**config.mk**
```make
export PLATFORM = sky130hd
export DESIGN_NAME = mem_access_unit
export DESIGN_NICKNAME = d
export VERILOG_FILES = /design/src/rtl/mem_pkg.sv /design/src/rtl/mem_access_unit.sv
export SDC_FILE = /design/constraint.sdc
export NUM_CORES = 1
export LEC_CHECK = 0
export BUFFER_PORTS_ARGS = -buffer_cell sky130_fd_sc_hd__buf_2
export CORE_MARGIN = 2
export CORE_UTILIZATION = 45
export DETAILED_ROUTE_END_ITERATION = 8
export GPL_TIMING_DRIVEN = 0
export PLACE_DENSITY = 0.77
export SETUP_SLACK_MARGIN = 0.02
export SKIP_LAST_GASP = 1
export SLEW_MARGIN = 20
export SYNTH_ARGS = -nofsm -noshare
export SYNTH_HDL_FRONTEND = slang
export SYNTH_SLANG_ARGS = --single-unit
```
**constraint.sdc**
```tcl
create_clock -name CLK -period 3.6 [get_ports CLK]
set_input_delay 0.18 -clock CLK [delete_from_list [all_inputs] [get_ports CLK]]
set_output_delay 0.18 -clock CLK [all_outputs]
set_load 0.005 [all_outputs]
```
**src/rtl/mem_pkg.sv**
```systemverilog
// ============================================================================
// Module : mem_pkg
// Desc   : Shared widths, state encoding and latency limit for the
//          memory-stage access unit.
// Rev    : 1.0  initial release
// ============================================================================
`default_nettype none

package mem_pkg;

    localparam int DEFAULT_ADDR_W = 8;
    localparam int DEFAULT_DATA_W = 8;
    localparam int DEFAULT_TAG_W  = 3;
    localparam int MAX_READ_LAT   = 3;

    typedef enum logic [1:0] {
        IDLE = 2'd0,
        WR   = 2'd1,
        RD   = 2'd2,
        RESP = 2'd3
    } state_t;

endpackage : mem_pkg

`default_nettype wire

```
**src/rtl/mem_access_unit.sv**
```systemverilog
// ============================================================================
// Module : mem_access_unit
// Desc   : Memory-stage initiator: accepts load/store requests, drives the
//          data-memory port and returns load data with its register tag.
// Rev    : 1.0  initial release
// ============================================================================
`default_nettype none

module mem_access_unit
    import mem_pkg::*;
#(
    parameter int ADDR_W   = DEFAULT_ADDR_W,
    parameter int DATA_W   = DEFAULT_DATA_W,
    parameter int TAG_W    = DEFAULT_TAG_W,
    parameter int READ_LAT = 0
) (
    input  logic              CLK,
    input  logic              reset_n,
    input  logic              req_valid,
    output logic              req_ready,
    input  logic              req_write,
    input  logic [ADDR_W-1:0] req_addr,
    input  logic [DATA_W-1:0] req_wdata,
    input  logic [TAG_W-1:0]  req_rd,
    output logic              MemWrite,
    output logic [ADDR_W-1:0] ALUResult,
    output logic [DATA_W-1:0] WriteData,
    input  logic [DATA_W-1:0] ReadData,
    output logic              resp_valid,
    input  logic              resp_ready,
    output logic [DATA_W-1:0] resp_data,
    output logic [TAG_W-1:0]  resp_rd,
    output logic              busy
);

    localparam int             CNT_W = $clog2(MAX_READ_LAT + 1);
    localparam logic [CNT_W-1:0] c_lat = CNT_W'(READ_LAT);

    state_t             r_state;
    logic [CNT_W-1:0]   r_cnt;
    logic [TAG_W-1:0]   r_rd;
    logic               w_accept;

    assign req_ready = (r_state == IDLE) && reset_n;
    assign busy      = (r_state != IDLE);
    assign w_accept  = req_valid && req_ready;

    always_ff @(posedge CLK or negedge reset_n) begin
        if (!reset_n) begin
            r_state    <= IDLE;
            r_cnt      <= '0;
            r_rd       <= '0;
            MemWrite   <= 1'b0;
            ALUResult  <= '0;
            WriteData  <= '0;
            resp_valid <= 1'b0;
            resp_data  <= '0;
            resp_rd    <= '0;
        end else begin
            case (r_state)
                IDLE: begin
                    if (w_accept) begin
                        ALUResult <= req_addr;
                        r_rd      <= req_rd;
                        if (req_write) begin
                            // WriteData only moves on stores so it never changes outside WR
                            WriteData <= req_wdata;
                            MemWrite  <= 1'b1;
                            r_state   <= WR;
                        end else begin
                            r_cnt   <= c_lat;
                            r_state <= RD;
                        end
                    end
                end
                WR: begin
                    MemWrite <= 1'b0;
                    r_state  <= IDLE;
                end
                RD: begin
                    if (r_cnt == '0) begin
                        resp_data  <= ReadData;
                        resp_rd    <= r_rd;
                        resp_valid <= 1'b1;
                        r_state    <= RESP;
                    end else begin
                        r_cnt <= r_cnt - CNT_W'(1);
                    end
                end
                RESP: begin
                    if (resp_ready) begin
                        resp_valid <= 1'b0;
                        r_state    <= IDLE;
                    end
                end
                default: r_state <= IDLE;
            endcase
        end
    end

endmodule : mem_access_unit

`default_nettype wire

```
**Word-level counts from Yosys, hierarchy flattened**

Cells that the tools add are included.

- Register bits after elaboration: 36
- Bits of input ports: 32
- Output and inout bits: 31
- Logic and storage cells: 49

- Add/sub/neg operators: 1
- Equal/unequal tests: 9
- Mux-type cells: 15
- Reduce and logical (&&, ||, !) cells: 15

Operator list:

| operator | number |
|---|---|
| 2-bit 2-to-1 mux | 7 |
| 2-bit != test (second input constant) | 6 |
| 3-bit AND reduction | 4 |
| 2-bit one-hot mux with 4 select lines | 1 |
| 2-bit nonzero test | 4 |
| 2-bit equality test (second input constant) | 2 |
| 2-bit zero test | 2 |
| 1-bit 2-to-1 mux | 4 |
| 1-bit one-hot mux with 2 select lines | 2 |
| 2-bit one-hot mux with 2 select lines | 1 |
| 2-bit AND reduction | 2 |
| 4-bit AND reduction | 1 |
| 2-bit by 1-bit equality test with 1-bit output (second input constant) | 1 |
| 1-bit logical AND | 2 |
| 2-bit by 1-bit subtractor with 2-bit output (second input constant) | 1 |

**Depth between registers and ports, before layout**

Gate-level depths: netlist (run 1).

- Depth in word-level cells: 5
- Depth in mapped cells: 5
- Gate-level depth less buffers: 5

**Worst setup path before layout (run 1)**

No wires, ideal clock.

- Kind: register to register
- Start: reg r_state[0]
- End: reg ALUResult[0]
- Library setup time: 0.125 ns
- Data arrival time: 1.321 ns
- Data required time: 3.475 ns
- Setup slack: 2.154 ns
- Stages on the path, launching flop included: 6
- Path buffers: 2
- Period minus slack after synthesis: 1.446 ns
- Cells stage by stage: dfrtp_1 -> buf_6 -> or2_4 -> nor2_4 -> buf_12 -> mux2_4

- Longest elaborated chain between the ends: 4

RTL lines:

| element | RTL line | text |
|---|---|---|
| start: declaration | mem_access_unit.sv:39 | `state_t r_state;` |
| start signal: assignment | mem_access_unit.sv:50 | `r_state <= IDLE;` |
| start signal: assignment | mem_access_unit.sv:69 | `r_state <= WR;` |
| start signal: assignment | mem_access_unit.sv:72 | `r_state <= RD;` |
| 2-bit zero test * | mem_access_unit.sv:44, mem_access_unit.sv:60 |  |
| 1-bit logical AND | mem_access_unit.sv:44 | `assign req_ready = (r_state == IDLE) && reset_n;` |
| 1-bit logical AND | mem_access_unit.sv:46 | `assign w_accept = req_valid && req_ready;` |
| 2-bit AND reduction (no source line) * | n/a |  |
| end signal: assignment | mem_access_unit.sv:63 | `ALUResult <= req_addr;` |
| end: declaration | mem_access_unit.sv:26 | `output logic [ADDR_W-1:0] ALUResult,` |

Every way passes the cells marked *; elsewhere a longest branch is shown, timed or not.
A chain may end at the register's enable or synchronous reset.

**Worst setup path in the final report (run 1)**

- Start: in reset_n
- End: reg WriteData[3]

- Longest elaborated chain between the ends: 3

RTL lines:

| element | RTL line | text |
|---|---|---|
| start: declaration | mem_access_unit.sv:18 | `input logic reset_n,` |
| 1-bit logical AND | mem_access_unit.sv:44 |  |
| 1-bit logical AND | mem_access_unit.sv:46 |  |
| 3-bit AND reduction (no source line) | n/a |  |
| end signal: assignment | mem_access_unit.sv:67 | `WriteData <= req_wdata;` |
| end: declaration | mem_access_unit.sv:27 | `output logic [DATA_W-1:0] WriteData,` |

Every way passes these cells.

==> results of run 1 <==
==> synthesized netlist by cell type (2+ instances only) <==
cell type and n:
o2bb2ai_1 2, mux2_2 20, dfrtp_1 36, nand2_1 4, inv_1 4, nor2_4 2
nor3_1 2, mux2_4 10, a21oi_1 4, nand3b_1 2
==> metal layers <==
metal / part of all wire, % / up-vias / GRT usage (%)
met5: 0 / - / 0
met4: 1.7 / 0 / 6.38
met3: 11 / 5 / 7.25
met2: 42 / 55 / 23.8
met1: 46 / 459 / 18.7
li1: - / 484 / -
==> placed cells by master (no fill, tap or decap), drive strengths merged, types with 2 or more instances in the layout <==
cell     instances
buf             65
dfrtp           36
mux2            30
clkbuf           6
inv              4
nand2            4
a21oi            4
nor2             3
nand3b           2
nor3             2
o2bb2ai          2
==> per-stage QoR <==
| step | total power (W) | hold WS, ns |
|---|---|---|
| floorplan | 0.00113 | -0.116 |
| global placement | 0.00136 | 0.313 |
| detailed placement | 0.00139 | 0.328 |
| CTS | 0.00167 | 0.0533 |
| global route | 0.00178 | 0.0433 |
| finish | 0.00164 | 0.0728 |
==> power breakdown <==
part           switching (W)  internal, W  leakage (nW)
combinational       0.000252     0.000403         0.503
clock               0.000123     0.000146        0.0422
sequential          0.000110     0.000608         0.430
total               0.000485      0.00116         0.975
==> state kept, by name, indices dropped and copies added, names as in the netlist <==
| name | cells |
|---|---|
| ALUResult | 8 |
| MemWrite | 1 |
| WriteData | 8 |
| r_cnt | 2 |
| r_rd | 3 |
| r_state | 2 |
| resp_data | 8 |
| resp_rd | 3 |
| resp_valid | 1 |
==> how the worst max path moves through the flow <==
stage / startpoint / endpoint
after floorplan: r_state[0] / ALUResult[0]
after global placement: reset_n / WriteData[3]
after global routing: reset_n / WriteData[3]
final: reset_n / WriteData[3]
after CTS: reset_n / WriteData[3]
after detailed placement: reset_n / WriteData[2]
==> logic make-up after synthesis <==
kind of cell | count (synthesis) | synth area share, %
and+or+nand+nor | 14 | 6.01
muxes | 30 | 25.1
buffers and inverters | 7 | 3.42
DFF | 36 | 60.2
AOI/OAI and AO/OA | 10 | 4.51
adders and majority gates | 1 | 0.835
==> critical path: stages <==
cell and delay [ns]:
dlygate4sd3_1 0.52, buf_2 0.65, nand4b_1 0.35, nor2_4 0.31, mux2_2 0.37
==> what timing repair did <==
item                                    CTS  global route
hold buffers                              1             0
hold endpoints to repair                 36             0
endpoints found under the setup margin    0             0
resized for setup                         0             0
==> layout make-up <==
cell class / count / area, sq um / share of cell area (%)
tap: 44 / 55.1 / 2.82
multi-input combinational: 55 / 546 / 28.0
clock buffer: 6 / 41.3 / 2.12
inverter: 4 / 15.0 / 0.770
clock inverter: 2 / 35.0 / 1.80
sequential: 36 / 901 / 46.2
timing repair buffer: 63 / 320 / 16.4
buffer: 3 / 36.3 / 1.86
==> out/qor.yml, run 1 <==
status: "completed"
tightest_slew_ns: 0.826
dpl_cell_area_sq_um: 1860
gp_congestion: 0.658
yosysSeqAreaShare_pct: 60.2
finalSetupTns_ns: 0
die-height_um: 61.7
nets: 201
synth-seq-cells: 36
numPlacedInstances: 204
antenna_found_initial: 0
numPortBuffers: 62
final_util_pct: 62.8
wl_per_cell_um: 12.0
worstSkewPairLatency_ns: 0.33
cts_inserted_buffers: 5
cts-root-buf: "clkbuf_4"
async_reset_ff_share_pct: 100
holdPathStages: 2
synth_cell_types: 22
syn_to_final_growth_pct: 30.2
critical_path_arrival_ns: 2.40
clock.fmax_mhz: 459
cap_viol_max_count: 0
cts_max_level: 2
synth_cells: 98
grt_pass1_wl_um: 4200
die_area_sq_um: 3810
worst_slack_ns: 1.42
place_ws_ns: 1.56
ys_warn_count: 0
rsz0062_at_grt: "no"
detailedRoute.firstIterationViolations: 14
worstHoldPathType: "input port to flip-flop"
cts_num_sinks: 36
postCtsSetupBuffers: 0
cp_max_fo: 40
r2r-start: "r_cnt[0]"
relSlewSlack_pct: 44.9
yosysTopAreaCellShare_pct: 60.2
grt_max_degree: 41
gr-total-overflow: 0
ios: 63
cts_tree: "done"
avgSynthCellArea_sq_um: 15.3
wirelength_um: 2560
fin_skew_ns: 0.00698
min_period_ns: 2.18
finalHoldViolCount: 0
holdPathEnd: "r_rd[0]"
timing.critical_path.required_ns: 3.82
rrSetupSlack_ns: 2.01
synth_area_leaders: "dfrtp_1 (60%), mux2_2 (15%), mux2_4 (10%), nor2_4 (1.5%), a21oi_1 (1.3%)"
r2r_cells: 5
die_x_um: 61.7
r2r-end: "resp_data[5]"
vias: 1003
drtPass1Iterations: 2
dp_hpwl_um: 1910
grt_pass1_vias: 1024
stdcell_area_sq_um: 1950
finalMaxSlewViolations: 0
path_class: "input port to flip-flop"
ys.flop_type: "dfrtp_1"
worstSetupEndpointType: "flip-flop"
vdd_ir_drop_max_mv: 0.377
powerDensity_nw_per_um2: 842
synth_edf_count: 0
viasPerCell: 4.71
cp-start-kind: "input port"
syn_nets: 131
clk_pin_slew_ns: 0.10
setup_viol: 0
synth_area_leader_cell: "dfrtp_1"
drive_gt1_share_pct: 62.7
syn_area_sq_um: 1500
nFillCells: 256
drc_errors: 0
placementRows: 20
final_antenna_net_count: 0
core_sq_um: 3100
min_period_over_period_pct: 60.5
clk_path_buf_depth: 2
grt_usage_pct: 15.4
layoutNonFillerInstCount: 213
hp-start: "req_rd[0]"
leakagePower_nw: 0.975
diodes: 0
start_util_pct: 48.3
Note: power is estimated with default switching activity, not from simulation.
==> run 2, diff against run 1 <==
--- a/config.mk
+++ b/config.mk
@@ -5,12 +5,13 @@
 export SDC_FILE = /design/constraint.sdc
 export NUM_CORES = 1
 export LEC_CHECK = 0
+export ABC_AREA = 1
 export BUFFER_PORTS_ARGS = -buffer_cell sky130_fd_sc_hd__buf_2
 export CORE_MARGIN = 2
-export CORE_UTILIZATION = 45
+export CORE_UTILIZATION = 43
 export DETAILED_ROUTE_END_ITERATION = 8
 export GPL_TIMING_DRIVEN = 0
-export PLACE_DENSITY = 0.77
+export PLACE_DENSITY = 0.76
 export SETUP_SLACK_MARGIN = 0.02
 export SKIP_LAST_GASP = 1
 export SLEW_MARGIN = 20
==> constraint.sdc (replaced) <==
create_clock -name CLK -period 2 [get_ports CLK]
set_input_delay 0.1 -clock CLK [delete_from_list [all_inputs] [get_ports CLK]]
set_output_delay 0.1 -clock CLK [all_outputs]
set_load 0.005 [all_outputs]
==> run 2 against run 1 <==
Net effect:
- worst hold slack worse by 0.034 ns
- count of clock-buffer cells in the layout fell by 1
- global-route usage rose by 1.3 points
- flip-flop and latch count unchanged
- critical endpoint is now req_ready
- clock skew down 0.0024 ns
- power increased by 86%
==> out/qor.yml, run 2 <==
rsz0062_at_grt: "no"  # unchanged
cts-root-buf: "clkbuf_8"  # was clkbuf_4
crit_buf_inv: 3  # was 2
cp_max_fo: 10  # was 40
clock.fmax_mhz: 656
diodes: 0  # unchanged
dr_wl_met2_um: 1490  # was 1070 um
ios: 63  # unchanged
synth_edf_count: 0  # unchanged
grt_pass1_vias: 1241  # was 1,024
cp-startpoint: "r_state[0]"  # was reset_n
cpLargestDelayFamily: "flip-flops"  # was buffers and inverters
finalMaxSlewViolations: 0  # unchanged
placementRows: 22  # was 20
start_util_pct: 44.5  # was 48.3%
drt-met1-wl_um: 1360  # was 1170 um
nets: 280  # was 201
die_x_um: 65.3  # was 61.7 um
drtPass1Iterations: 4  # was 2
synth_area_leader_cell: "dfrtp_1"  # unchanged
dpl_cell_area_sq_um: 1990  # was 1860 sq um
final_antenna_net_count: 0  # unchanged
cts_max_level: 2  # unchanged
powerDensity_nw_per_um2: 1430  # was 842 nW/um^2
vias: 1336  # was 1,003
highest_layer: "met4"  # unchanged
drive_gt1_share_pct: 37.9  # was 62.7%
clk_path_buf_depth: 2  # unchanged
cts_num_sinks: 36  # unchanged
detailedRoute.firstIterationViolations: 79  # was 14
reg_top3: "ALUResult (8), WriteData (8), resp_data (8)"  # unchanged
final_cell_mix: "buf_2 (63), nand2_1 (53), dfrtp_1 (36), inv_1 (28), nand3_1 (17)"  # was buf_2 (63), dfrtp_1 (36), mux2_2 (20), mux2_4 (10), clkbuf_4 (5)
clk_pin_slew_ns: 0.07  # was 0.10 ns
vdd_ir_drop_max_mv: 0.621  # was 0.377 mV
cts_tree: "done"  # unchanged
synth_area_leaders: "dfrtp_1 (56%), nand2_1 (12%), inv_1 (6.5%), nand3_1 (5.3%), o21ai_2 (4.9%)"  # was dfrtp_1 (60%), mux2_2 (15%), mux2_4 (10%), nor2_4 (1.5%), a21oi_1 (1.3%)
cts_resized: 0  # unchanged
status: "completed"  # unchanged
leakagePower_nw: 1.25  # was 0.975 nW
layout.cells.most_common: "buf_2"  # unchanged
fin_skew_ns: 0.00456  # was 0.00698 ns
critical_path_arrival_ns: 1.43  # was 2.40 ns
cts_hold_buffers: 2  # was 1
postCtsSetupBuffers: 0  # unchanged
grt_usage_pct: 16.7  # was 15.4%
syn_area_sq_um: 1620  # was 1500 sq um
cts_inserted_buffers: 5  # unchanged
r2r-start: "r_state[0]"  # was r_cnt[0]
min_period_ns: 1.53
grt_max_degree: 37  # was 41
gr-total-overflow: 0  # unchanged
ys_warn_count: 0  # unchanged
synth_cells: 176  # was 98
ys.flop_type: "dfrtp_1"  # unchanged
grt_pass1_wl_um: 5430  # was 4200 um
seq_area_sq_um: 901  # unchanged
path_cells: "nor2_4 > inv_4 > nor2_8 > buf_6 > buf_2"  # was dlygate4sd3_1 > buf_2 > nand4b_1 > nor2_4 > mux2_2
critPathSlowestCell: "dfrtp_1"  # was buf_2
syn_to_final_growth_pct: 31.7  # was 30.2%
dp_hpwl_um: 2280  # was 1910 um
syn_nets: 209  # was 131
numPortBuffers: 62  # unchanged
wirelength_um: 3110  # was 2560 um
stdcell_area_sq_um: 2130  # was 1950 sq um
nFillCells: 356  # was 256
worstHoldPathType: "input port to flip-flop"  # unchanged
gp_congestion: 0.757  # was 0.658
core_sq_um: 3630  # was 3100 sq um
antenna_found_initial: 0  # unchanged
worstSkewPairLatency_ns: 0.29  # was 0.33 ns
timing.critical_path.required_ns: 1.90  # was 3.82 ns
path_class: "flip-flop to primary output"  # was input port to flip-flop
synth_most_common_cell: "nand2_1"  # was dfrtp_1
synth-seq-cells: 36  # unchanged
die_area_sq_um: 4270  # was 3810 sq um
drc_errors: 0  # unchanged
finalSetupTns_ns: 0  # unchanged
async_reset_ff_share_pct: 100  # unchanged
avgSynthCellArea_sq_um: 9.18  # was 15.3 sq um
cp-start-kind: "flip-flop"  # was input port
hp-start: "req_addr[2]"  # was req_rd[0]
wl_per_cell_um: 10.5  # was 12.0 um
yosysTopAreaCellShare_pct: 55.7  # was 60.2%
cap_viol_max_count: 0  # unchanged
viasPerCell: 4.51  # was 4.71
wl_met3_um: 214  # was 279 um
die-height_um: 65.3  # was 61.7 um
synth_cell_types: 21  # was 22
tightest_slew_ns: 0.228  # was 0.826 ns
worstSetupEndpointType: "primary output"  # was flip-flop
setup_viol: 0  # unchanged
yosysSeqAreaShare_pct: 55.7  # was 60.2%
synth_common_cells: "nand2_1 (53), dfrtp_1 (36), inv_1 (28)"  # was dfrtp_1 (36), mux2_2 (20), mux2_4 (10)
slowest_delay_ns: 0.46  # was 0.65 ns
min_period_over_period_pct: 76.3
relSlewSlack_pct: 84.8  # was 44.9%
finalHoldViolCount: 0  # unchanged
multiInputGateArea_sq_um: 542  # was 546 sq um
run 2: cell type report:
cell class / count / share of cell area [%]
inverters: 29 / 5.23
repair buffers: 64 / 16.0
flip-flops and latches: 36 / 42.3
well taps: 48 / 2.82
multi-input cells: 104 / 25.5
plain buffers: 7 / 2.94
clock inverters: 3 / 2.00
clock buffers: 5 / 3.23
run 2: worst min-delay path, delay by kind of cell:
| kind | cells | cell delay, ns |
|---|---|---|
| simple gates | 2 | 0.12 |
| buf+inv | 1 | 0.07 |
run 2: cells by family (layout without fill, tap and decap cells):
group / count (synthesis) / count (layout) / synth area share, %
buffers and inverters: 36 / 108 / 10.8
AND/OR/NAND/NOR: 81 / 81 / 23.5
adder cells (fa/ha/maj): 1 / 1 / 0.774
flip-flops: 36 / 36 / 55.7
AO/OA/AOI/OAI: 22 / 22 / 9.29
run 2: metrics by stage:
stage                     std cells  total power, W  util (%)  worst slack (ns)  hold WS [ns]
after CTS                       296         0.00310      58.6             0.463        0.0307
after global placement          286         0.00241      54.7             0.269         0.254
after detailed placement        286         0.00245      54.7             0.242         0.255
final                           296         0.00305      58.6             0.475        0.0384
after floorplan                 176         0.00197         -             0.807        -0.196
after global routing            296         0.00334      58.6             0.392        0.0453
run 2: power breakdown:
part / internal (W) / leakage (nW) / switching [W] / total [W]
Combinational: 0.000541 / 0.743 / 0.000628 / 0.00117
Clock: 0.000368 / 0.0541 / 0.000257 / 0.000625
Sequential: 0.00107 / 0.449 / 0.000183 / 0.00126
run 2: per-layer routing:
| metal | GRT usage [%] | vias up |
|---|---|---|
| met4 | 8.59 | 0 |
| li1 | - | 685 |
| met1 | 20.4 | 604 |
| met2 | 27.6 | 42 |
| met3 | 4.11 | 5 |
| met5 | 0 | - |
run 2: worst paths after layout:
path / to / slack [ns] / cells after the start
min: ALUResult[2] / 0.04 / 3
max: req_ready / 0.47 / 5
min reg2reg: ALUResult[2] / 0.47 / 2
min in group asynchronous: r_cnt[0] / 0.38 / 3
max reg2reg: WriteData[3] / 0.72 / 5
max in group asynchronous: resp_valid / 1.45 / 3
==> run 3, diff against run 2 <==
==> constraint.sdc (replaced) <==
create_clock -name CLK -period 1.4 [get_ports CLK]
set_input_delay 0.07 -clock CLK [delete_from_list [all_inputs] [get_ports CLK]]
set_output_delay 0.07 -clock CLK [all_outputs]
set_load 0.005 [all_outputs]
==> run 3 against run 2 <==
Net effect:
- the run now ends with hold timing left
- utilization increased by 2.1 points
- clock power increased by 43%
- global-route usage increased by 0.15 points
- sequential power increased by 43%
- non-clock buffer count increased by 6
- sequential share of layout area decreased by 1.4 points
- combinational power increased by 60%
- final cell count increased by 2.4%
- register-to-register slack got worse by 0.65 ns
- worst setup slack got worse by 0.40 ns
==> out/qor.yml, run 3 (synthesized netlist as in run 2, its figures left out) <==
worstHoldPathType: "input port to async pin"  # was input port to flip-flop
crit_cells: 7  # was 5
die-height_um: 65.3  # unchanged
rrSetupSlack_ns: 0.07  # was 0.72 ns
finalMaxSlewViolations: 0  # unchanged
min_period_over_period_pct: 95.0
wl_met3_um: 203  # was 214 um
drtPass1Iterations: 4  # unchanged
path_class: "flip-flop to flip-flop"  # was flip-flop to primary output
cts_num_sinks: 36  # unchanged
tightest_slew_ns: 0.500  # was 0.228 ns
final_util_pct: 60.6  # was 58.6%
total_power_w: 0.00456  # was 0.00305 W
grt_max_degree: 39  # was 37
pwr-share-seq_pct: 39.4  # was 41.2%
syn_to_final_growth_pct: 36.3  # was 31.7%
failed_checks: "hold timing"
drive_gt1_share_pct: 40.8  # was 37.9%
clk_path_buf_depth: 2  # unchanged
cp-startpoint: "r_state[1]"  # was r_state[0]
gp_congestion: 0.757  # unchanged
highest_layer: "met4"  # unchanged
drc_errors: 0  # unchanged
slowest_delay_ns: 0.37  # was 0.46 ns
switching_share_pct: 34.9  # was 35.0%
core_sq_um: 3630  # unchanged
die_x_um: 65.3  # unchanged
cts-root-buf: "clkbuf_8"  # unchanged
timing.critical_path.to: "WriteData[3]"  # was req_ready
grt_pass1_wl_um: 5480  # was 5430 um
critical_path_arrival_ns: 1.51  # was 1.43 ns
cpLargestDelayFamily: "buffers and inverters"  # was flip-flops
timing.critical_path.required_ns: 1.58  # was 1.90 ns
layout.cells.most_common: "buf_2"  # unchanged
leakagePower_nw: 1.29  # was 1.25 nW
nets: 287  # was 280
min_period_ns: 1.33
grt_pass1_vias: 1253  # was 1,241
ios: 63  # unchanged
clock.fmax_mhz: 752
fin_skew_ns: 0.00266  # was 0.00456 ns
crit_buf_inv: 3  # unchanged
numPortBuffers: 62  # unchanged
path_cells: "buf_6 > nor2_4 > buf_4 > nand4_4 > buf_8 > nand2_1 > o21ai_2"  # was nor2_4 > inv_4 > nor2_8 > buf_6 > buf_2
reg_top3: "ALUResult (8), WriteData (8), resp_data (8)"  # unchanged
vias: 1387  # was 1,336
worstSkewPairLatency_ns: 0.28  # was 0.29 ns
r2r-start: "r_state[1]"  # was r_state[0]
detailedRoute.firstIterationViolations: 59  # was 79
relSlewSlack_pct: 66.6  # was 84.8%
combPwrFrac_pct: 40.9  # was 38.3%
multiInputGateArea_sq_um: 559  # was 542 sq um
cts_max_level: 2  # unchanged
switching_power_w: 0.00159  # was 0.00107 W
status: "finished, violations left"  # was completed
viasPerCell: 4.58  # was 4.51
internal-power_w: 0.00297  # was 0.00198 W
worstSetupEndpointType: "flip-flop"  # was primary output
gr-total-overflow: 0  # unchanged
fin_hold_ws_ns: -0.253  # was 0.0384 ns
rsz0062_at_grt: "yes"  # was no
dp_hpwl_um: 2280  # unchanged
cts_tree: "done"  # unchanged
final_antenna_net_count: 0  # unchanged
diodes: 0  # unchanged
dr_wl_met2_um: 1580  # was 1490 um
cap_viol_max_count: 0  # unchanged
wirelength_um: 3310  # was 3110 um
clk_pin_slew_ns: 0.07  # about the same
critPathSlowestCell: "dfrtp_1"  # unchanged
seq_area_sq_um: 902  # was 901 sq um
placementRows: 22  # unchanged
finalHoldViolCount: 36  # was 0
die_area_sq_um: 4270  # unchanged
drt-met1-wl_um: 1480  # was 1360 um
setup_viol: 0  # unchanged
vdd_ir_drop_max_mv: 1.06  # was 0.621 mV
cts_inserted_buffers: 5  # unchanged
start_util_pct: 44.5  # unchanged
final_cell_mix: "buf_2 (62), nand2_1 (53), dfrtp_1 (35), inv_1 (28), nand3_1 (16)"  # was buf_2 (63), nand2_1 (53), dfrtp_1 (36), inv_1 (28), nand3_1 (17)
cp-start-kind: "flip-flop"  # unchanged
cp_max_fo: 5  # was 10
r2r_cells: 7  # was 5
r2r-end: "WriteData[3]"  # unchanged
nFillCells: 347  # was 356
grt_usage_pct: 16.9  # was 16.7%
wl_per_cell_um: 10.9  # was 10.5 um
p_clk_share_pct: 19.6  # was 20.5%
antenna_found_initial: 0  # unchanged
powerDensity_nw_per_um2: 2070  # was 1430 nW/um^2
run 3: timing repair:
| action | in CTS | in global routing |
|---|---|---|
| gates cloned | 0 | 2 |
| hold endpoints to repair | 36 | 36 |
| endpoints found under the setup margin | 13 | 28 |
| setup buffers | 3 | 4 |
| gates resized for setup | 1 | 5 |
| pin swaps | 2 | 2 |
run 3: worst min path at each step:
| stage | startpoint | to | depth (start not counted) |
|---|---|---|---|
| final | reset_n | WriteData[4] | 1 |
| after global routing | reset_n | WriteData[7] | 1 |
| after CTS | reset_n | r_cnt[0] | 1 |
| after detailed placement | reset_n | WriteData[4] | 1 |
| after global placement | reset_n | WriteData[4] | 1 |
| after floorplan | reset_n | ALUResult[0] | 0 |
run 3: area by class of cell:
class | instances | area share, %
clock buffers | 5 | 3.12
inverters | 29 | 5.05
plain buffers | 7 | 3.12
multi-input cells | 105 | 25.4
clock inverters | 3 | 1.93
flip-flops and latches | 36 | 40.9
well taps | 48 | 2.73
repair buffers | 70 | 17.7
run 3: stage by stage:
step                setup slack (ns)  hold WS [ns]  instance area (sq um)  TNS, ns  std cells
finish                        0.0703        -0.253                   2200        0        303
global route                 0.00644        -0.230                   2200        0        303
CTS                           0.0202        -0.246                   2120        0        297
detailed placement            -0.328         0.225                   1990    -5.50        286
global placement              -0.301         0.224                   1990    -5.02        286
floorplan                      0.207        -0.226                   1620        0        176
run 3: power by group through the flow:
| stage | sequential (W) | clock (W) | combinational [W] |
|---|---|---|---|
| finish | 0.00180 | 0.000894 | 0.00187 |
| global route | 0.00186 | 0.000994 | 0.00213 |
| CTS | 0.00180 | 0.000922 | 0.00176 |
| detailed placement | 0.00181 | 0 | 0.00169 |
| global placement | 0.00180 | 0 | 0.00164 |
| floorplan | 0.00184 | 0 | 0.000981 |
run 3: metal layers:
metal / vias up / track usage (%)
met5: - / 0
met4: 0 / 8.59
met3: 7 / 4.11
met2: 39 / 27.8
met1: 638 / 20.6
li1: 703 / -
